## config.mk

```make
export PLATFORM = sky130hd
export DESIGN_NAME = seq_muldiv_unit_flat
export DESIGN_NICKNAME = d
export VERILOG_FILES = /design/src/rtl/seq_muldiv_unit_pkg.sv /design/src/rtl/seq_muldiv_unit_if.sv /design/src/rtl/seq_muldiv_unit_muldiv_step.sv /design/src/rtl/seq_muldiv_unit.sv /design/src/flat_wrapper.sv
export SDC_FILE = /design/constraint.sdc
export NUM_CORES = 1
export LEC_CHECK = 0
export CORE_UTILIZATION = 54
export CTS_CLUSTER_SIZE = 12
export DETAILED_ROUTE_END_ITERATION = 8
export PLACE_DENSITY_LB_ADDON = 0.15
export SYNTH_ARGS = -nofsm -noshare
export SYNTH_HDL_FRONTEND = slang
export SYNTH_SLANG_ARGS = --single-unit
```

## constraint.sdc

```tcl
create_clock -name Clock -period 5.17 [get_ports Clock]
set_input_delay 0.7755 -clock Clock [delete_from_list [all_inputs] [get_ports Clock]]
set_output_delay 0.7755 -clock Clock [all_outputs]
set_load 0.01 [all_outputs]
```

## src/rtl/seq_muldiv_unit_pkg.sv

```systemverilog
// ----------------------------------------------------------------------------
// seq_muldiv_unit_pkg
//   Shared types and constants for the iterative multiply/divide unit.
//   - state_t : 2-bit FSM state encoding (also exported on the debug port)
//   - op_t    : latched operation (multiply or divide)
//   - DEFAULT_BITS : default operand width
//   - op_select_valid() : an op request is well formed when exactly one of
//     MUL/DIV is set
// ----------------------------------------------------------------------------
package seq_muldiv_unit_pkg;

  localparam int DEFAULT_BITS = 32;

  typedef enum logic [1:0] {
    S_IDLE  = 2'd0,
    S_ITER  = 2'd1,
    S_FIXUP = 2'd2,
    S_DONE  = 2'd3
  } state_t;

  typedef enum logic {
    OP_MUL = 1'b0,
    OP_DIV = 1'b1
  } op_t;

  function automatic logic op_select_valid(input logic mul, input logic div);
    return mul ^ div;
  endfunction

endpackage : seq_muldiv_unit_pkg

```

## src/rtl/seq_muldiv_unit_if.sv

```systemverilog
// ----------------------------------------------------------------------------
// seq_muldiv_unit_if
//   Control-unit <-> multiply/divide unit bundle.
//   master (control unit): drives start, MUL, DIV, A, B
//   slave  (mul/div unit): drives HIVal, LOVal, busy, done, div_by_zero,
//                          dbg_state
//
//   Handshake: a request is a cycle with start=1 and exactly one of MUL/DIV
//   set; the unit takes it on the rising edge only while it is not busy
//   (IDLE or DONE). A, B and the op are captured on that edge, so the master
//   may change them afterwards. busy stays high while the op iterates, and
//   done pulses for exactly one cycle when HIVal/LOVal carry the new result.
//   A request seen while busy is dropped, not queued; the master retries.
// ----------------------------------------------------------------------------
interface seq_muldiv_unit_if
  import seq_muldiv_unit_pkg::*;
#(
  parameter int BITS = DEFAULT_BITS
);

  logic            start;
  logic            MUL;
  logic            DIV;
  logic [BITS-1:0] A;
  logic [BITS-1:0] B;
  logic [BITS-1:0] HIVal;
  logic [BITS-1:0] LOVal;
  logic            busy;
  logic            done;
  logic            div_by_zero;
  state_t          dbg_state;

  modport master (
    output start, MUL, DIV, A, B,
    input  HIVal, LOVal, busy, done, div_by_zero, dbg_state
  );

  modport slave (
    input  start, MUL, DIV, A, B,
    output HIVal, LOVal, busy, done, div_by_zero, dbg_state
  );

endinterface : seq_muldiv_unit_if

```

## src/rtl/seq_muldiv_unit_muldiv_step.sv

```systemverilog
// ----------------------------------------------------------------------------
// muldiv_step
//   Combinational single iteration of the multiply/divide datapath.
//   Inputs : i_op  - OP_MUL / OP_DIV
//            i_acc - accumulator (mul) / partial remainder (div), BITS+1 wide
//            i_m   - multiplicand (sign/zero extended) / divisor magnitude
//            i_q   - multiplier (mul) / dividend-quotient shift register (div)
//            i_qm1 - Booth q(-1) bit (mul only)
//   Outputs: o_acc, o_q, o_qm1 - register values after this iteration
//
//   MUL, SIGNED=1 : Booth radix-2 add/sub on {acc,Q,q-1} then arithmetic
//                   right shift. acc carries one guard bit so +/-min never
//                   overflows the partial sum.
//   MUL, SIGNED=0 : shift-add; the guard bit holds the carry-out.
//   DIV           : restoring step on magnitudes: shift {rem,Q} left, try
//                   rem - divisor, keep it when non-negative, quotient bit
//                   enters at Q[0].
// ----------------------------------------------------------------------------
module muldiv_step
  import seq_muldiv_unit_pkg::*;
#(
  parameter int BITS   = DEFAULT_BITS,
  parameter bit SIGNED = 1'b1
) (
  input  op_t             i_op,
  input  logic [BITS:0]   i_acc,
  input  logic [BITS:0]   i_m,
  input  logic [BITS-1:0] i_q,
  input  logic            i_qm1,
  output logic [BITS:0]   o_acc,
  output logic [BITS-1:0] o_q,
  output logic            o_qm1
);

  logic [BITS:0] w_sum;
  logic [BITS:0] w_rem_sh;
  logic [BITS:0] w_diff;

  always_comb begin
    w_sum    = i_acc;
    w_rem_sh = {i_acc[BITS-1:0], i_q[BITS-1]};
    w_diff   = w_rem_sh - i_m;
    o_acc    = i_acc;
    o_q      = i_q;
    o_qm1    = i_qm1;

    if (i_op == OP_MUL) begin
      if (SIGNED) begin
        case ({i_q[0], i_qm1})
          2'b01:   w_sum = i_acc + i_m;
          2'b10:   w_sum = i_acc - i_m;
          default: w_sum = i_acc;
        endcase
        o_acc = {w_sum[BITS], w_sum[BITS:1]};
      end else begin
        w_sum = i_q[0] ? (i_acc + i_m) : i_acc;
        o_acc = {1'b0, w_sum[BITS:1]};
      end
      // Bit shifted out of the accumulator becomes the new Q MSB.
      o_q   = {w_sum[0], i_q[BITS-1:1]};
      o_qm1 = i_q[0];
    end else begin
      // Shifted remainder is always < 2*divisor, so the top bit of the
      // difference is a reliable "went negative" flag.
      if (!w_diff[BITS]) begin
        o_acc = w_diff;
        o_q   = {i_q[BITS-2:0], 1'b1};
      end else begin
        o_acc = w_rem_sh;
        o_q   = {i_q[BITS-2:0], 1'b0};
      end
      o_qm1 = 1'b0;
    end
  end

endmodule : muldiv_step

```

## src/rtl/seq_muldiv_unit.sv

```systemverilog
// ----------------------------------------------------------------------------
// seq_muldiv_unit
//   Iterative multiply/divide unit. A (from RY) and B (from the bus) are
//   captured on an accepted start; BITS iterations later a one-cycle FIXUP
//   applies signs for signed divide, and the 2*BITS result is loaded into
//   HIVal/LOVal together with a one-cycle done pulse.
//
//   Ports:
//     Clock  - system clock, rising edge
//     reset  - asynchronous, active-high
//     bus    - seq_muldiv_unit_if.slave:
//                start/MUL/DIV/A/B in, HIVal/LOVal/busy/done/div_by_zero out,
//                dbg_state = current FSM state
//
//   Results:  MUL -> HIVal = product[2B-1:B], LOVal = product[B-1:0]
//             DIV -> HIVal = remainder (sign of A), LOVal = quotient
//                    (truncated toward zero)
//             DIV by zero -> HIVal = A, LOVal = all ones, div_by_zero = 1,
//                    done the cycle after the request edge
//   Latency:  done is high in the cycle after edge E0+BITS+1.
// ----------------------------------------------------------------------------
module seq_muldiv_unit
  import seq_muldiv_unit_pkg::*;
#(
  parameter  int BITS   = DEFAULT_BITS,
  parameter  bit SIGNED = 1'b1,
  localparam int CNTW   = $clog2(BITS + 1)
) (
  input  logic             Clock,
  input  logic             reset,
  seq_muldiv_unit_if.slave bus
);

  // --------------------------------------------------------------------------
  // State and datapath registers
  // --------------------------------------------------------------------------
  state_t          r_state;
  state_t          w_next_state;
  logic [CNTW-1:0] r_cnt;
  op_t             r_op;
  logic [BITS:0]   r_acc;
  logic [BITS:0]   r_m;
  logic [BITS-1:0] r_q;
  logic            r_qm1;
  logic            r_a_neg;
  logic            r_b_neg;
  logic [BITS-1:0] r_hi;
  logic [BITS-1:0] r_lo;
  logic            r_done;
  logic            r_dbz;

  // --------------------------------------------------------------------------
  // Request decode
  // --------------------------------------------------------------------------
  logic            w_can_accept;
  logic            w_accept;
  logic            w_div_zero;
  logic            w_last_iter;
  logic            w_a_neg;
  logic            w_b_neg;
  logic [BITS-1:0] w_a_mag;
  logic [BITS-1:0] w_b_mag;

  assign w_can_accept = (r_state == S_IDLE) || (r_state == S_DONE);
  assign w_accept     = bus.start && op_select_valid(bus.MUL, bus.DIV) && w_can_accept;
  assign w_div_zero   = w_accept && bus.DIV && (bus.B == '0);
  assign w_last_iter  = (r_state == S_ITER) && (r_cnt == CNTW'(BITS - 1));

  // Divide works on magnitudes; signs are reapplied in FIXUP.
  assign w_a_neg = SIGNED && bus.A[BITS-1];
  assign w_b_neg = SIGNED && bus.B[BITS-1];
  assign w_a_mag = w_a_neg ? -bus.A : bus.A;
  assign w_b_mag = w_b_neg ? -bus.B : bus.B;

  // --------------------------------------------------------------------------
  // FSM process 1: state register
  // --------------------------------------------------------------------------
  always_ff @(posedge Clock or posedge reset) begin
    if (reset) begin
      r_state <= S_IDLE;
    end else begin
      r_state <= w_next_state;
    end
  end

  // --------------------------------------------------------------------------
  // FSM process 2: next-state logic
  // --------------------------------------------------------------------------
  always_comb begin
    w_next_state = r_state;
    case (r_state)
      S_IDLE, S_DONE: begin
        // Divide by zero skips the iterations and finishes on the accept edge.
        if (w_accept) begin
          w_next_state = w_div_zero ? S_DONE : S_ITER;
        end
      end
      S_ITER: begin
        if (w_last_iter) begin
          w_next_state = S_FIXUP;
        end
      end
      S_FIXUP: begin
        w_next_state = S_DONE;
      end
      default: begin
        w_next_state = S_IDLE;
      end
    endcase
  end

  // --------------------------------------------------------------------------
  // FSM process 3: control outputs
  // --------------------------------------------------------------------------
  logic w_busy;
  logic w_load_operands;
  logic w_step_en;
  logic w_load_result;

  always_comb begin
    w_busy          = 1'b0;
    w_load_operands = 1'b0;
    w_step_en       = 1'b0;
    w_load_result   = 1'b0;
    case (r_state)
      S_IDLE, S_DONE: begin
        w_load_operands = w_accept && !w_div_zero;
      end
      S_ITER: begin
        w_busy    = 1'b1;
        w_step_en = 1'b1;
      end
      S_FIXUP: begin
        w_busy        = 1'b1;
        w_load_result = 1'b1;
      end
      default: begin
        w_busy = 1'b0;
      end
    endcase
  end

  // --------------------------------------------------------------------------
  // One iteration of the datapath
  // --------------------------------------------------------------------------
  logic [BITS:0]   w_acc_n;
  logic [BITS-1:0] w_q_n;
  logic            w_qm1_n;

  muldiv_step #(
    .BITS   (BITS),
    .SIGNED (SIGNED)
  ) u_step (
    .i_op  (r_op),
    .i_acc (r_acc),
    .i_m   (r_m),
    .i_q   (r_q),
    .i_qm1 (r_qm1),
    .o_acc (w_acc_n),
    .o_q   (w_q_n),
    .o_qm1 (w_qm1_n)
  );

  // --------------------------------------------------------------------------
  // Operand / iteration registers
  // --------------------------------------------------------------------------
  always_ff @(posedge Clock or posedge reset) begin
    if (reset) begin
      r_cnt   <= '0;
      r_op    <= OP_MUL;
      r_acc   <= '0;
      r_m     <= '0;
      r_q     <= '0;
      r_qm1   <= 1'b0;
      r_a_neg <= 1'b0;
      r_b_neg <= 1'b0;
    end else if (w_load_operands) begin
      r_cnt   <= '0;
      r_acc   <= '0;
      r_qm1   <= 1'b0;
      r_a_neg <= w_a_neg;
      r_b_neg <= w_b_neg;
      if (bus.MUL) begin
        // Booth: A is the multiplicand added/subtracted, B is scanned in Q.
        r_op <= OP_MUL;
        r_m  <= {w_a_neg, bus.A};
        r_q  <= bus.B;
      end else begin
        r_op <= OP_DIV;
        r_m  <= {1'b0, w_b_mag};
        r_q  <= w_a_mag;
      end
    end else if (w_step_en) begin
      r_acc <= w_acc_n;
      r_q   <= w_q_n;
      r_qm1 <= w_qm1_n;
      r_cnt <= w_last_iter ? '0 : r_cnt + CNTW'(1);
    end
  end

  // --------------------------------------------------------------------------
  // Result fixup (evaluated during FIXUP, loaded on the DONE edge)
  // --------------------------------------------------------------------------
  logic [BITS-1:0] w_res_hi;
  logic [BITS-1:0] w_res_lo;

  always_comb begin
    w_res_hi = r_acc[BITS-1:0];
    w_res_lo = r_q;
    if (SIGNED && (r_op == OP_DIV)) begin
      // min / -1 lands here too: magnitude 2^(BITS-1) negated is min again.
      if (r_a_neg ^ r_b_neg) begin
        w_res_lo = -r_q;
      end
      if (r_a_neg) begin
        w_res_hi = -r_acc[BITS-1:0];
      end
    end
  end

  // --------------------------------------------------------------------------
  // Result / status registers
  // --------------------------------------------------------------------------
  always_ff @(posedge Clock or posedge reset) begin
    if (reset) begin
      r_hi   <= '0;
      r_lo   <= '0;
      r_done <= 1'b0;
      r_dbz  <= 1'b0;
    end else begin
      r_done <= 1'b0;
      if (w_load_result) begin
        r_hi   <= w_res_hi;
        r_lo   <= w_res_lo;
        r_done <= 1'b1;
      end
      if (w_accept) begin
        r_dbz <= w_div_zero;
      end
      if (w_div_zero) begin
        r_hi   <= bus.A;
        r_lo   <= '1;
        r_done <= 1'b1;
      end
    end
  end

  assign bus.HIVal       = r_hi;
  assign bus.LOVal       = r_lo;
  assign bus.busy        = w_busy;
  assign bus.done        = r_done;
  assign bus.div_by_zero = r_dbz;
  assign bus.dbg_state   = r_state;

endmodule : seq_muldiv_unit

```

## src/flat_wrapper.sv

```systemverilog
// flat-port wrapper written by rule: the top's interface ports become plain ports
module seq_muldiv_unit_flat import seq_muldiv_unit_pkg::*;
#(
  parameter  int BITS   = DEFAULT_BITS,
  parameter  bit SIGNED = 1'b1,
  localparam int CNTW   = $clog2(BITS + 1)
)
  (Clock, reset, bus_start, bus_MUL, bus_DIV, bus_A, bus_B, bus_HIVal, bus_LOVal, bus_busy, bus_done, bus_div_by_zero, bus_dbg_state);
  seq_muldiv_unit_if #(.BITS(BITS)) bus_i ();
  input  logic Clock;
  input  logic reset;
  input wire logic [$bits(bus_i.start)-1:0] bus_start;
  input wire logic [$bits(bus_i.MUL)-1:0] bus_MUL;
  input wire logic [$bits(bus_i.DIV)-1:0] bus_DIV;
  input wire logic [$bits(bus_i.A)-1:0] bus_A;
  input wire logic [$bits(bus_i.B)-1:0] bus_B;
  output wire logic [$bits(bus_i.HIVal)-1:0] bus_HIVal;
  output wire logic [$bits(bus_i.LOVal)-1:0] bus_LOVal;
  output wire logic [$bits(bus_i.busy)-1:0] bus_busy;
  output wire logic [$bits(bus_i.done)-1:0] bus_done;
  output wire logic [$bits(bus_i.div_by_zero)-1:0] bus_div_by_zero;
  output wire logic [$bits(bus_i.dbg_state)-1:0] bus_dbg_state;
  assign bus_i.start = bus_start;
  assign bus_i.MUL = bus_MUL;
  assign bus_i.DIV = bus_DIV;
  assign bus_i.A = bus_A;
  assign bus_i.B = bus_B;
  assign bus_HIVal = bus_i.HIVal;
  assign bus_LOVal = bus_i.LOVal;
  assign bus_busy = bus_i.busy;
  assign bus_done = bus_i.done;
  assign bus_div_by_zero = bus_i.div_by_zero;
  assign bus_dbg_state = bus_i.dbg_state;
  seq_muldiv_unit #(.BITS(BITS), .SIGNED(SIGNED)) u_core (.Clock(Clock), .reset(reset), .bus(bus_i));
endmodule
```

After elaboration in Yosys (flattened, before gate mapping)
Cells that the tools add are included.

Register bits: 176. Output and inout port bits: 69. Logic and storage cells: 84.

Add/sub/neg operators: 8. Equal/unequal tests: 8. Muxes and demuxes: 38. Bitwise operators: 2. Reduce and logical (&&, ||, !) cells: 15.

Operators with widths (count): $mux W32 (14); $mux W33 (5); $neg A32 Y32 (4); $pmux W33 S2 (1); $sub A33 B33 Y33 (2); $add A33 B33 Y33 (1); $logic_not A32 Y1 (1); $mux W6 (3); $mux W1 (11); $add A6 B1 Y6 const B (1); $eq A2 B2 Y1 const B (3); $eq A6 B5 Y1 const B (1); $logic_and A1 B1 Y1 (6); $mux W2 (3); $pmux W2 S3 (1); $eq A2 B1 Y1 const B (2); $ne A2 B1 Y1 const B (2); $reduce_bool A2 Y1 (2); $reduce_or A2 Y1 (2); $logic_not A2 Y1 (1); $reduce_and A2 Y1 (1); $xor A1 B1 Y1 (2); $logic_not A1 Y1 (1); $logic_or A1 B1 Y1 (1).

Depth between registers and ports, before layout
Gate-level depths: netlist of run 1.

Depth after elaboration: 9. Depth in mapped cells: 20. Gate-level depth less buffers: 19.

Cells and area by module
Synthesis of run 1 repeated with hierarchy kept, for this count alone.

Cells, all modules: 1996. Area, all modules: 16726.0 µm².

By module, submodules not included: seq_muldiv_unit (instances 1, cells an instance 1248, area each 11360.9 µm², seq. area each 4404.2 µm²); muldiv_step (instances 1, cells an instance 748, area each 5365.1 µm², seq. area each 0.0 µm²).

Worst setup path after synthesis of run 1
Ideal clock, no wire load.

Path kind: flip-flop to flip-flop. From: reg u_core.r_m[2]. To: reg u_core.r_acc[31]. Library setup time: 0.094 ns. Arrival: 4.235 ns. Required time: 5.076 ns. Setup slack: 0.841 ns. Cell stages (with the launch flop): 20. Buffers on the path: 0. Period minus slack after synthesis: 4.329 ns. Path through: dfrtp_1 > or4_1 > nor2_1 > and3_1 > nand2_1 > nor3b_1 > and2_1 > nor2_1 > xnor2_1 > ha_1 > a21o_1 > a21oi_1 > nor2b_1 > o21ai_0 > a21oi_1 > or3_1 > o221a_2 > a41o_1 > or2_2 > a211oi_1.

Word-level cells in the longest chain between the ends: 5.

Ends and longest elaborated chain: from (decl) (RTL line seq_muldiv_unit.sv:42) `logic [BITS:0] r_m;`; from (signal assigned) (RTL line seq_muldiv_unit.sv:186) `r_m <= {w_a_neg, bus.A};`; from (signal assigned) (RTL line seq_muldiv_unit.sv:190) `r_m <= {1'b0, w_b_mag};`; $sub A33 B33 Y33, or another cell as far along (RTL line seq_muldiv_unit_muldiv_step.sv:51) `2'b10: w_sum = i_acc - i_m;`; $pmux W33 S2 / $mux W33 (equally long branches) (RTL line seq_muldiv_unit_muldiv_step.sv:49, seq_muldiv_unit_muldiv_step.sv:65); $mux W33 * (RTL line seq_muldiv_unit_muldiv_step.sv:47) `if (i_op == OP_MUL) begin`; $mux W33 * (RTL line seq_muldiv_unit.sv:193) `end else if (w_step_en) begin`; $mux W33 * (RTL line seq_muldiv_unit.sv:177) `end else if (w_load_operands) begin`; to (signal assigned) (RTL line seq_muldiv_unit.sv:194) `r_acc <= w_acc_n;`; to (decl) (RTL line seq_muldiv_unit.sv:41) `logic [BITS:0] r_acc;`.

Every way passes the cells marked *; elsewhere a longest branch is shown, timed or not. The select of a mux whose other input is x is not followed. A chain may end at the register's enable or synchronous reset.

Worst setup path after layout of run 1
Same ends and word-level chain as after synthesis.

==> results of run 1 <==
-- area by class of cell --
cell class | count | area (um2)
multi-input combinational | 1632 | 10400
fill | 2584 | 10200
sequential | 176 | 4410
timing repair buffer | 182 | 1730
tap | 378 | 473
clock buffer | 17 | 425
inverter | 76 | 289
clock inverter | 15 | 189
antenna | 1 | 2.50
-- critical path: stages, from the launching register on --
cell and delay, ps:
dfrtp_1 410, or4_1 590, nor2_1 150, and3_1 190
nand2_1 100, nor3b_1 330, and2_1 280, nor2_1 70
xnor2_1 230, ha_1 290, a21o_1 190, a21oi_1 200
nor2b_1 70, o21ai_0 140, a21oi_1 100, or3_1 310
o221a_2 260, a41o_1 260, or2_2 320, a211oi_1 190
-- kinds of logic after synthesis --
family	after synthesis
AND/OR/NAND/NOR	601
multiplexers	71
XOR/XNOR	198
flip-flops	176
buffers and inverters	204
adder cells (fa/ha/maj)	76
AO/OA/AOI/OAI	686
-- path summary, 6_finish.rpt --
path	depth (start not counted)	start	slack, ps	to
hold / removal	2	u_core.bus.div_by_zero	500	u_core.bus.div_by_zero
hold reg to reg	2	u_core.bus.div_by_zero	500	u_core.bus.div_by_zero
min in group asynchronous	3	reset	880	u_core.bus.HIVal[8]
max in group asynchronous	3	reset	3390	u_core.r_acc[7]
setup / recovery	19	u_core.r_m[2]	400	u_core.r_acc[31]
setup reg to reg	19	u_core.r_m[2]	400	u_core.r_acc[31]
-- metal layers --
layer	up-vias	wire, um	global-route usage
met2	522	22200	0.523
met4	2	1670	0.127
met3	85	2830	0.0439
li1	7353	-	-
met1	7364	23100	0.483
met5	-	11	0
-- layout by cell type, fill, tap and decap left out, drive strengths merged, types with 31 or more instances in the layout --
master / n
dfrtp: 176
buf: 46
a21o: 32
clkdlybuf4s50: 136
o21ai: 280
nand2: 290
nor2: 108
ha: 74
a21oi: 159
xor2: 109
o31ai: 33
xnor2: 89
o211ai: 46
mux2i: 63
nor3: 31
inv: 81
-- sequential cells by signal (all words and copies together) (netlist names) --
register	count
u_core.bus.HIVal	32
u_core.r_cnt	6
u_core.r_op	1
u_core.r_qm1	1
u_core.bus.div_by_zero	1
u_core.r_a_neg	1
u_core.r_b_neg	1
u_core.r_m	33
u_core.bus.dbg_state	2
u_core.bus.done	1
u_core.r_q	32
u_core.bus.LOVal	32
u_core.r_acc	33
-- power groups by stage --
stage / combinational [uW] / sequential [uW] / clock (uW)
detailed placement: 8810 / 2790 / 0
global placement: 8710 / 2780 / 0
CTS: 8880 / 2770 / 1370
finish: 8970 / 2790 / 1360
floorplan: 6330 / 2610 / 0
global route: 9870 / 2860 / 1420
-- per-stage QoR --
stage	instances	utilization	hold WS [ps]	worst slack [ps]	area [um2]
5_1_grt	2476	0.638	528	114	17900
3_3_place_gp	2444	0.617	467	486	17300
2_1_floorplan	2012	-	466	841	15600
6_report	2477	0.638	500	398	17900
3_5_place_dp	2444	0.617	476	434	17300
4_1_cts	2476	0.638	498	426	17900
==> metrics.md, run 1 <==
| Metric | Value |
|---|---|
| Die area | `29600 um2` |
| Register bit total from synthesis | `176` |
| Max-cap violations | `0` |
| Share of layout cells above drive strength 1 | `0.0586` |
| Setup crit end kind | `register` |
| Worst skew pair latency | `450 ps` |
| Rows | `61` |
| Starting Density | `0.555` |
| Most frequent cell after synthesis | `nand2_1` |
| Max VDD drop | `0.000420 V` |
| Pwr per Cell Area | `732 nW/um2` |
| Async set or reset register ratio after synthesis | `1.00` |
| Min Tclk post-route | `about 4800 ps` |
| Worst relative slew slack | `0.272` |
| GRT overflow | `0` |
| Pin count of the biggest net entering global routing | `177` |
| Port Buffers | `137` |
| Post-synthesis compound-gate area fraction | `0.268` |
| Final WL | `49.8 mm` |
| Synth warnings | `0` |
| Multiplexer area fraction after synthesis | `0.0462` |
| Endpoints failing hold | `0` |
| Unrepaired setup endpoints after global routing | `no` |
| DR vias | `~15000` |
| Outcome | `completed` |
| Post-CTS setup buffer count | `0` |
| DR iter-0 viols | `1327` |
| # setup viols final | `0` |
| Final Slew Violations | `0` |
| Clock power frac | `0.103` |
| Power share of the sequential group | `0.213` |
| Die width | `172 um` |
| Placer Congestion | `0.947` |
| Critical path launch point type | `register` |
| Clock-pin transition on the worst setup and hold timing paths | `approximately 80 ps` |
| Post-route ant nets | `0` |
| Post-synth top cells | `nand2_1 (290), o21ai_0 (278), dfrtp_1 (176)` |
| DP Wirelength | `37.2 mm` |
| Post-synthesis sequential area ratio | `0.282` |
| Clock tree sinks | `around 180` |
| Global-route wire length before repair | `77.1 mm` |
| Initial antenna violation count | `2` |
| Int Power | `6500 uW` |
| Synth area leaders | `dfrtp_1 (28%), o21ai_0 (8.9%), nand2_1 (7.0%)` |
| Number of global-route vias before repair | `roughly 14000` |
| Post-Synth XOR/XNOR Area | `0.111` |
| Fmax | `around 0.21 GHz` |
| Largest family of logic cells by synthesized area | `compound AO/OA/AOI/OAI gates` |
| TritonCTS Buffers | `17` |
| Comb pwr share | `0.684` |
| Avg Vias per Cell | `6.19` |
| Clk_skew | `13.4 ps` |
| Number of synthesized flops with an enable pin | `0` |
| Switching part of the total | `0.505` |
| Crit Path Class | `register to register` |
| # nets final | `about 2200` |
| P_leak | `0.00745 uW` |
| TNS Setup | `0 ps` |
| Final period utilization | `0.923` |
| CTS Hold Buffers Added | `0` |
| Worst EP required | `5530 ps` |
| Slew @ Worst Pin | `1090 ps` |
| Synthesized Nets | `around 2200` |
| P&R area growth vs syn | `15.0%` |
| Cells after synthesis | `2012` |
| Distinct cells, synth | `77` |
| PostCTS Resize Cnt | `0` |
| Synth Area in Adders | `0.0619` |
| HP Class | `register to register` |
| WL/cell | `20.1 um` |
| Net switching power | `around 6600 uW` |
| Height of the die | `172 um` |
| Root buf cell | `clkbuf_16` |
| Post-route DRC | `0` |
| Top_reg_cell synth | `dfrtp_1` |
| Post-Syn Area per Cell | `7.75 um2` |
| Synth Cell Area | `15600 um2` |
| Pre-antenna DRT Iters | `5` |
| Area share of the largest cell type after synthesis | `0.282` |
| Max clock buf depth | `2` |
| CORE AREA | `28100 um2` |
| Synth area leader | `dfrtp_1` |
| PnR Total Power | `13100 uW` |
| H-tree Lvls | `4` |
| Simple-Gate Fraction of Synth Area | `0.179` |
| Critical path arrival | `approximately 5000 ps` |
| Io pins | `approximately 140` |
| Crit path max fanout | `5` |
| Total GRT Usage | `0.339` |
| CTS tree | `built` |
No activity file was read; power rests on OpenSTA's default activity.
==> inputs of run 2 (changes only) <==
- ABC_AREA: not set -> 1
- CORE_UTILIZATION: 54 -> 55
==> run 2 against run 1 <==
Compared with the run above:
- via count is 31% higher
- synthesized area up 10%
- utilization down 0.57 points
- sequential share of layout area shrank 1.9 points
- critical path depth increased by 3
- sequential power shrank 4%
- first-iteration DRC count increased by 130%
- total power up 7.8%
- setup slack improved by 690 ps
- highest routed layer unchanged
==> metrics.md, run 2 <==
| Metric | Value |
|---|---|
| Outcome | `completed` |
| CP startpoint | `u_core.r_m[1]` |
| CORE AREA | `30700 um2 (+9.2%)` |
| Synth Cell Area | `17200 um2 (+10%)` |
| Worst Hold Launch | `u_core.bus.LOVal[14]` |
| P&R area growth vs syn | `12.9%` |
| Die width | `179 um (+4.0%)` |
| Pwr per Cell Area | `729 nW/um2 (-0.36%)` |
| Most frequent cells in the layout | `nand2_1 (736), inv_1 (302), nor2_1 (288), nand3_1 (197), a21oi_1 (193)` |
| Worst relative slew slack | `0.291 (+0.0190)` |
| Largest regs | `u_core.r_acc (33), u_core.r_m (33)` |
| Cells after synthesis | `2710 (+35%)` |
| CTS Hold Buffers Added | `0 (unchanged)` |
| Synth area leader | `dfrtp_1` |
| Top_reg_cell synth | `dfrtp_1` |
| Crit Path Class | `register to register` |
| Crit path max fanout | `5 (unchanged)` |
| TNS Setup | `0 ps (unchanged)` |
| Diode count | `0 (-1)` |
| # nets final | `2940 (+32%)` |
| Synth warnings | `0 (unchanged)` |
| Post-route DRC | `0 (unchanged)` |
| DP Wirelength | `54.2 mm (+46%)` |
| Final non-filler cell total | `3204 (+29%)` |
| Critical path launch point type | `register` |
| Clock-pin transition on the worst setup and hold timing paths | `80 ps (about the same)` |
| WL/cell | `21.8 um (+8.4%)` |
| CTS tree | `built` |
| Min Tclk post-route | `4080 ps (-689 ps)` |
| Height of the die | `179 um (+4.0%)` |
| Post-route ant nets | `0 (unchanged)` |
| Worst Hold Depth | `1 (-1)` |
| H-tree Lvls | `4 (unchanged)` |
| Post-synth top cells | `nand2_1 (736), inv_1 (304), nor2_1 (288)` |
| Critical path arrival | `4490 ps (-640 ps)` |
| Share of layout cells above drive strength 1 | `0.0467 (-0.0120)` |
| Avg Vias per Cell | `6.27 (+1.4%)` |
| Io pins | `138 (unchanged)` |
| Die area | `32000 um2 (+8.1%)` |
| PostCTS Resize Cnt | `0 (unchanged)` |
| Number of synthesized flops with an enable pin | `0 (unchanged)` |
| DR vias | `20102 (+31%)` |
| Port Buffers | `137 (unchanged)` |
| Clock tree sinks | `176 (unchanged)` |
| GRT overflow | `0 (unchanged)` |
| Global-route wire length before repair | `105 mm (+36%)` |
| Post-synthesis sequential area ratio | `0.256 (-0.0262)` |
| DR iter-0 viols | `2991 (+130%)` |
| Worst EP required | `5570 ps (+40 ps)` |
| Area share of the largest cell type after synthesis | `0.256 (-0.0262)` |
| Max-cap violations | `0 (unchanged)` |
| Distinct cells, synth | `51 (-34%)` |
| Post-DP Area | `18800 um2 (+8.6%)` |
| Final Slew Violations | `0 (unchanged)` |
| Max VDD drop | `0.000593 V (+41%)` |
| Post-CTS setup buffer count | `0 (unchanged)` |
| Unrepaired setup endpoints after global routing | `no` |
| Async set or reset register ratio after synthesis | `1.00 (unchanged)` |
| Most frequent cell after synthesis | `nand2_1` |
| # setup viols final | `0 (unchanged)` |
| Number of global-route vias before repair | `17969 (+28%)` |
| Endpoints failing hold | `0 (unchanged)` |
| Register bit total from synthesis | `176 (unchanged)` |
| Final WL | `69.9 mm (+40%)` |
| Max clock buf depth | `2 (unchanged)` |
| Reg-to-reg critical path startpoint | `u_core.r_m[1]` |
| Rows | `64 (+4.9%)` |
| TritonCTS Buffers | `17 (unchanged)` |
| Pin count of the biggest net entering global routing | `177 (unchanged)` |
| Initial antenna violation count | `2 (unchanged)` |
| Slew @ Worst Pin | `1060 ps (-28.6 ps)` |
| Placed cell count | `3172 (+30%)` |
| Placer Congestion | `1.07 (+13%)` |
| Root buf cell | `clkbuf_16` |
| Worst R2R Path Depth | `22 (+3)` |
| Worst skew pair latency | `470 ps (+20 ps)` |
| Total GRT Usage | `0.437 (+0.0982)` |
| P_leak | `0.00931 uW (+25%)` |
| Synth area leaders | `dfrtp_1 (26%), nand2_1 (16%), inv_1 (6.6%)` |
| PnR Total Power | `14200 uW (+7.8%)` |
| Starting Density | `0.560 (+0.00522)` |
| Setup crit end kind | `register` |
| Post-route cell area | `19400 um2 (+8.2%)` |
| Synthesized Nets | `2855 (+32%)` |
| HP Class | `register to register` |
| Final period utilization | `0.790 (-0.133)` |
| Pre-antenna DRT Iters | `7 (+2)` |
| Fmax | `0.245 GHz (+17%)` |
| Most common cell after layout, fill and taps aside | `nand2_1` |
| Post-Syn Area per Cell | `6.34 um2 (-18%)` |
| Clk_skew | `22.6 ps (+9.17 ps)` |
[run 2: path summary, 6_finish.rpt]
path                                         to  slack, ps
max                            u_core.r_acc[31]       1090
min                        u_core.bus.LOVal[14]        510
max reg2reg                    u_core.r_acc[31]       1090
min reg2reg                u_core.bus.LOVal[14]        510
max in group asynchronous        u_core.r_m[23]       3420
min in group asynchronous  u_core.bus.LOVal[31]        880
[run 2: layout make-up]
| type | count | area [um2] |
|---|---|---|
| Clock buffer | 18 | 429 |
| Inverter | 319 | 1200 |
| Timing Repair Buffer | 164 | 1590 |
| Clock inverter | 14 | 173 |
| Multi-Input combinational cell | 2117 | 11100 |
| Sequential cell | 176 | 4410 |
| Tap cell | 396 | 495 |
| Fill cell | 2844 | 11300 |
[run 2: logic make-up after synthesis]
logic type,after synthesis,synth area share
AOI/OAI and AO/OA,561,0.193
xor gates and xnor gates,118,0.0601
adders and majority gates,76,0.0562
buffers and inverters,417,0.0970
DFF,176,0.256
and+or+nand+nor,1362,0.338
[run 2: metal layers]
layer | wire length [um] | GRT usage | vias to the layer above
met2 | 29400 | 0.639 | 1438
li1 | - | - | 9152
met1 | 28900 | 0.625 | 9304
met5 | 9 | 0 | -
met3 | 9370 | 0.106 | 206
met4 | 2230 | 0.144 | 2
[run 2: power breakdown]
group | switching [uW] | internal [uW]
logic | 6800 | 3300
clock network | 681 | 694
registers | 718 | 1970
[run 2: stage by stage]
step                setup slack, ps  hold WS (ps)   util
floorplan                      1980           471      -
global placement               1170           481  0.613
detailed placement             1180           484  0.613
CTS                            1220           513  0.633
global route                    783           524  0.633
finish                         1090           512  0.633
[run 2: worst max-delay path, stage by stage, from the launching register on]
cell,delay [ps]
dfrtp_1,410
inv_1,160
ha_1,210
nand3_1,130
nor2_1,380
nand3_1,190
o41ai_1,290
buf_4,190
xor2_1,380
ha_1,400
nand2_1,160
inv_1,50
a21oi_1,200
nand2_1,110
nand2_1,90
nand2_1,50
a21oi_1,120
nand2_1,80
nand3_1,90
nand2_1,60
nand3_1,80
nand3_1,110
nand2_1,90
==> edit 1: new RTL, settings of run 1 <==
`SIGNED` is set to 1'b1 in 3 places; all go to 1'b0.
--- a/src/rtl/seq_muldiv_unit_muldiv_step.sv
+++ b/src/rtl/seq_muldiv_unit_muldiv_step.sv
@@ -22,3 +22,3 @@
   parameter int BITS   = DEFAULT_BITS,
-  parameter bit SIGNED = 1'b1
+  parameter bit SIGNED = 1'b0
 ) (
--- a/src/rtl/seq_muldiv_unit.sv
+++ b/src/rtl/seq_muldiv_unit.sv
@@ -25,3 +25,3 @@
   parameter  int BITS   = DEFAULT_BITS,
-  parameter  bit SIGNED = 1'b1,
+  parameter  bit SIGNED = 1'b0,
   localparam int CNTW   = $clog2(BITS + 1)
--- a/src/flat_wrapper.sv
+++ b/src/flat_wrapper.sv
@@ -4,3 +4,3 @@
   parameter  int BITS   = DEFAULT_BITS,
-  parameter  bit SIGNED = 1'b1,
+  parameter  bit SIGNED = 1'b0,
   localparam int CNTW   = $clog2(BITS + 1)
Check against the original RTL: same outputs for any inputs over 10 cycles, from zero or initial values and one cycle with reset high; that may be too few to reach the edited logic, so the function may still have changed.
==> edit 1 against run 1 <==
  * Wire length shrank 25%
  * Design area shrank 19%
  * First-iteration DRC count shrank 37%
  * Non-clock buffer count shrank 29
  * Sequential cell count shrank 4
  * Total power shrank 19%
  * Area after synthesis shrank 20%
  * Setup slack lost 0.11 ns
==> edit 1: results <==
set metrics [dict create \
    syn-num-nets 1572 \
    p_leak_nw 6.61 \
    synthMuxAreaShare_pct 15.4 \
    grt_max_degree 142 \
    numCtsBuffers 17 \
    holdPathEnd "u_core.bus.LOVal[25]" \
    reg2reg_to "u_core.r_acc[15]" \
    drt_iter0_markers 836 \
    synthFlopType "dfrtp_1" \
    drive_gt1_share_pct 4.97 \
    regToRegSetupSlack_ns 0.29 \
    hold_path_class "flop to flop" \
    grt_antenna_before_repair 0 \
    wl_per_cell_microns 20.6 \
    ys_types 69 \
    num-fill-cells 1903 \
    gp_congestion 0.944 \
    holdCritStartpoint "u_core.bus.LOVal[25]" \
    grt_pass1_wl_microns 59500 \
    status "finished clean" \
    path_max_fanout 25 \
    worstPathArrival_ns 5.18 \
    largest_reg_flops 33 \
    timing.slew.headroom_pct 23.6 \
    h-tree-depth 4 \
    dp_hpwl_microns 26600 \
    root_buffer "clkbuf_16" \
    yosysSeqAreaShare_pct 34.7 \
    grtUsageTotal_pct 32.1 \
    cts_resized 0 \
    rr_startpoint "u_core.r_q[31]" \
    drt_pass1_iterations 5 \
    p_switching_mw 5.05 \
    reg2reg_depth 18 \
    synthTopCellsByCount "189 x mux2i_1, 172 x dfrtp_1, 169 x nand2_1" \
    route.vias.total 11275 \
    fin_nets 1658 \
    antenna_cells 0 \
    synth-compound-area-share_pct 20.7 \
    synth_xor_area_share_pct 3.25 \
    synth_adder_area_share_pct 7.38 \
    hold_path_depth 2 \
    skew_ns 0.0142 \
    synth_area_leaders "dfrtp_1 35%, mux2i_1 15%, ha_1 7.1%" \
    ir_drop_mv 0.339 \
    ys.warnings.count 0 \
]
## edit 1: how the worst max path moves through the flow
stage / slack, ns / to / start
after floorplan: 0.79 / u_core.r_acc[31] / u_core.r_acc[16]
after global placement: 0.54 / u_core.r_acc[15] / u_core.r_q[31]
after detailed placement: 0.38 / u_core.r_acc[15] / u_core.r_q[31]
after CTS: 0.34 / u_core.r_acc[15] / u_core.r_q[31]
after global routing: 0.05 / u_core.r_acc[15] / u_core.r_q[31]
final: 0.29 / u_core.r_acc[15] / u_core.r_q[31]
## edit 1: cells by family (layout without fill, tap and decap cells)
kind of cell / after synthesis / in the layout
buffers and inverters: 143 / 241
flip-flops: 172 / 172
AO/OA/AOI/OAI: 411 / 411
multiplexers: 191 / 191
AND/OR/NAND/NOR: 396 / 396
adder cells (fa/ha/maj): 72 / 72
XOR/XNOR: 46 / 46
## edit 1: power groups by stage
stage	clock (mW)	sequential (mW)	combinational, mW
after global placement	0	2.69	6.41
after floorplan	0	2.50	4.73
final	1.28	2.71	6.63
after global routing	1.33	2.78	7.30
after CTS	1.29	2.68	6.56
after detailed placement	0	2.70	6.50
## edit 1: area by class of cell
class	count	share of cell area (%)
Multi-Input combinational cell	1116	52.2
Clock buffer	17	2.92
Timing Repair Buffer	153	10.4
Tap cell	285	2.45
Sequential cell	172	29.5
Clock inverter	14	1.06
Inverter	57	1.49
## edit 1: per-layer routing
metal	wire length (microns)	GRT usage, %	vias up	part of all wire [%]
met4	668	8.29	0	1.8
met3	2760	5.36	46	7.4
met5	0	0	-	0
met2	16200	46.9	440	43
li1	-	-	5331	-
met1	17700	49.0	5458	47
## edit 1: stage by stage
| step | setup slack [ns] | instance area (sq um) | cells | total power, mW | hold WS [ns] |
|---|---|---|---|---|---|
| final | 0.287 | 14600 | 1814 | 10.6 | 0.499 |
| after global routing | 0.0542 | 14600 | 1814 | 11.4 | 0.530 |
| after CTS | 0.343 | 14600 | 1814 | 10.5 | 0.504 |
| after detailed placement | 0.385 | 14000 | 1783 | 9.20 | 0.482 |
| after global placement | 0.537 | 14000 | 1783 | 9.10 | 0.482 |
| after floorplan | 0.788 | 12400 | 1431 | 7.23 | 0.478 |
## edit 1: critical path: stages (launching register included)
cell,delay [ns]
dfrtp_1,0.39
inv_1,0.11
ha_1,0.21
fa_1,0.23
nand2b_1,0.12
a21oi_1,0.12
a41oi_2,0.26
o211ai_1,0.17
a221o_1,0.42
a211oi_4,0.37
o21ai_2,0.12
o21a_1,0.18
o221ai_1,0.19
a21oi_1,0.13
ha_2,0.67
buf_4,0.40
mux2_2,0.38
a21oi_1,0.16
a211oi_1,0.09
==> edit 2: new RTL, settings of run 1 <==
Made on the original files. Make the reset (`reset`) synchronous in 3 clocked blocks. Comments in the files are not updated.
--- a/src/rtl/seq_muldiv_unit.sv
+++ b/src/rtl/seq_muldiv_unit.sv
@@ -77,3 +77,3 @@
   // --------------------------------------------------------------------------
-  always_ff @(posedge Clock or posedge reset) begin
+  always_ff @(posedge Clock) begin
     if (reset) begin
@@ -166,3 +166,3 @@
   // --------------------------------------------------------------------------
-  always_ff @(posedge Clock or posedge reset) begin
+  always_ff @(posedge Clock) begin
     if (reset) begin
@@ -223,3 +223,3 @@
   // --------------------------------------------------------------------------
-  always_ff @(posedge Clock or posedge reset) begin
+  always_ff @(posedge Clock) begin
     if (reset) begin
Formal check against the unedited RTL: differs if reset is asserted again (counterexample within 4 cycles, from zero or initial values and one cycle with reset high); with reset held inactive, the same outputs for 10 cycles.
==> edit 2 against run 1 <==
  * Setup slack better by 0.026 ns
  * Design area is 3.5% lower
  * Wire length rose by 6.2%
  * Sequential share of layout area is 4.2 points lower
  * Via count grew 4.8%
  * Total power down 16%
  * Area after synthesis down 2.3%
  * Combinational power shrank 16%
  * Sequential cell count did not move
  * Critical path type unchanged
  * Critical endpoint is now u_core.r_acc[31]
==> edit 2: results <==
set metrics [dict create \
    grt_antenna_before_repair 7 \
    drive_gt1_share_pct 4.94 \
    reg2reg_to "u_core.r_acc[31]" \
    synthArstFlopShare_pct 0 \
    multi_input_gates 1744 \
    inverters 64 \
    internal-power_mw 5.37 \
    num-fill-cells 2678 \
    p_leak_nw 6.21 \
    holdPathEnd "u_core.r_b_neg" \
    grt_pass1_vias 14749 \
    skew_ns 0.0124 \
    wl_per_cell_microns 20.6 \
    ys_types 81 \
    status "finished clean" \
    timing.slew.headroom_pct 29.1 \
    synthTopCellsByCount "345 x nand2_1, 242 x a21oi_1, 197 x o21ai_0" \
    reg2reg_depth 18 \
    syn-num-nets 2294 \
    die_x_microns 170 \
    clkbuf_count 20 \
    yosysSeqAreaShare_pct 23.1 \
    grt_pass1_wl_microns 81300 \
    signal_buffers 170 \
    regToRegSetupSlack_ns 0.42 \
]
-- edit 2: cell types whose count changed in the layout (fill, tap and decap cells not counted), moves of 35 or more --
| cell | delta |
|---|---|
| a21oi_1 | +83 |
| dfrtp_1 | -175 |
| dfxtp_1 | +175 |
| nand2_1 | +55 |
| nor2_1 | +35 |
| o21ai_0 | -81 |
-- edit 2: logic make-up after synthesis --
kind of cell / after synthesis / share of synthesized area [%]
and+or+nand+nor: 683 / 20.2
xor gates and xnor gates: 201 / 11.5
muxes: 46 / 3.05
adders and majority gates: 76 / 6.34
AOI/OAI and AO/OA: 738 / 29.9
DFF: 176 / 23.1
buffers and inverters: 229 / 5.86
-- edit 2: tightest hold or removal path: stages, from the launching register on --
cell and delay, ns:
dfxtp_1 0.32, nand2_1 0.06, a21oi_1 0.05
-- edit 2: layer usage --
layer	vias to the layer above	routed length, microns	global-route usage, %
li1	7744	-	-
met1	7573	23000	46.5
met2	602	24200	58.6
met3	135	3640	7.58
met4	10	2010	15.0
met5	-	73	0
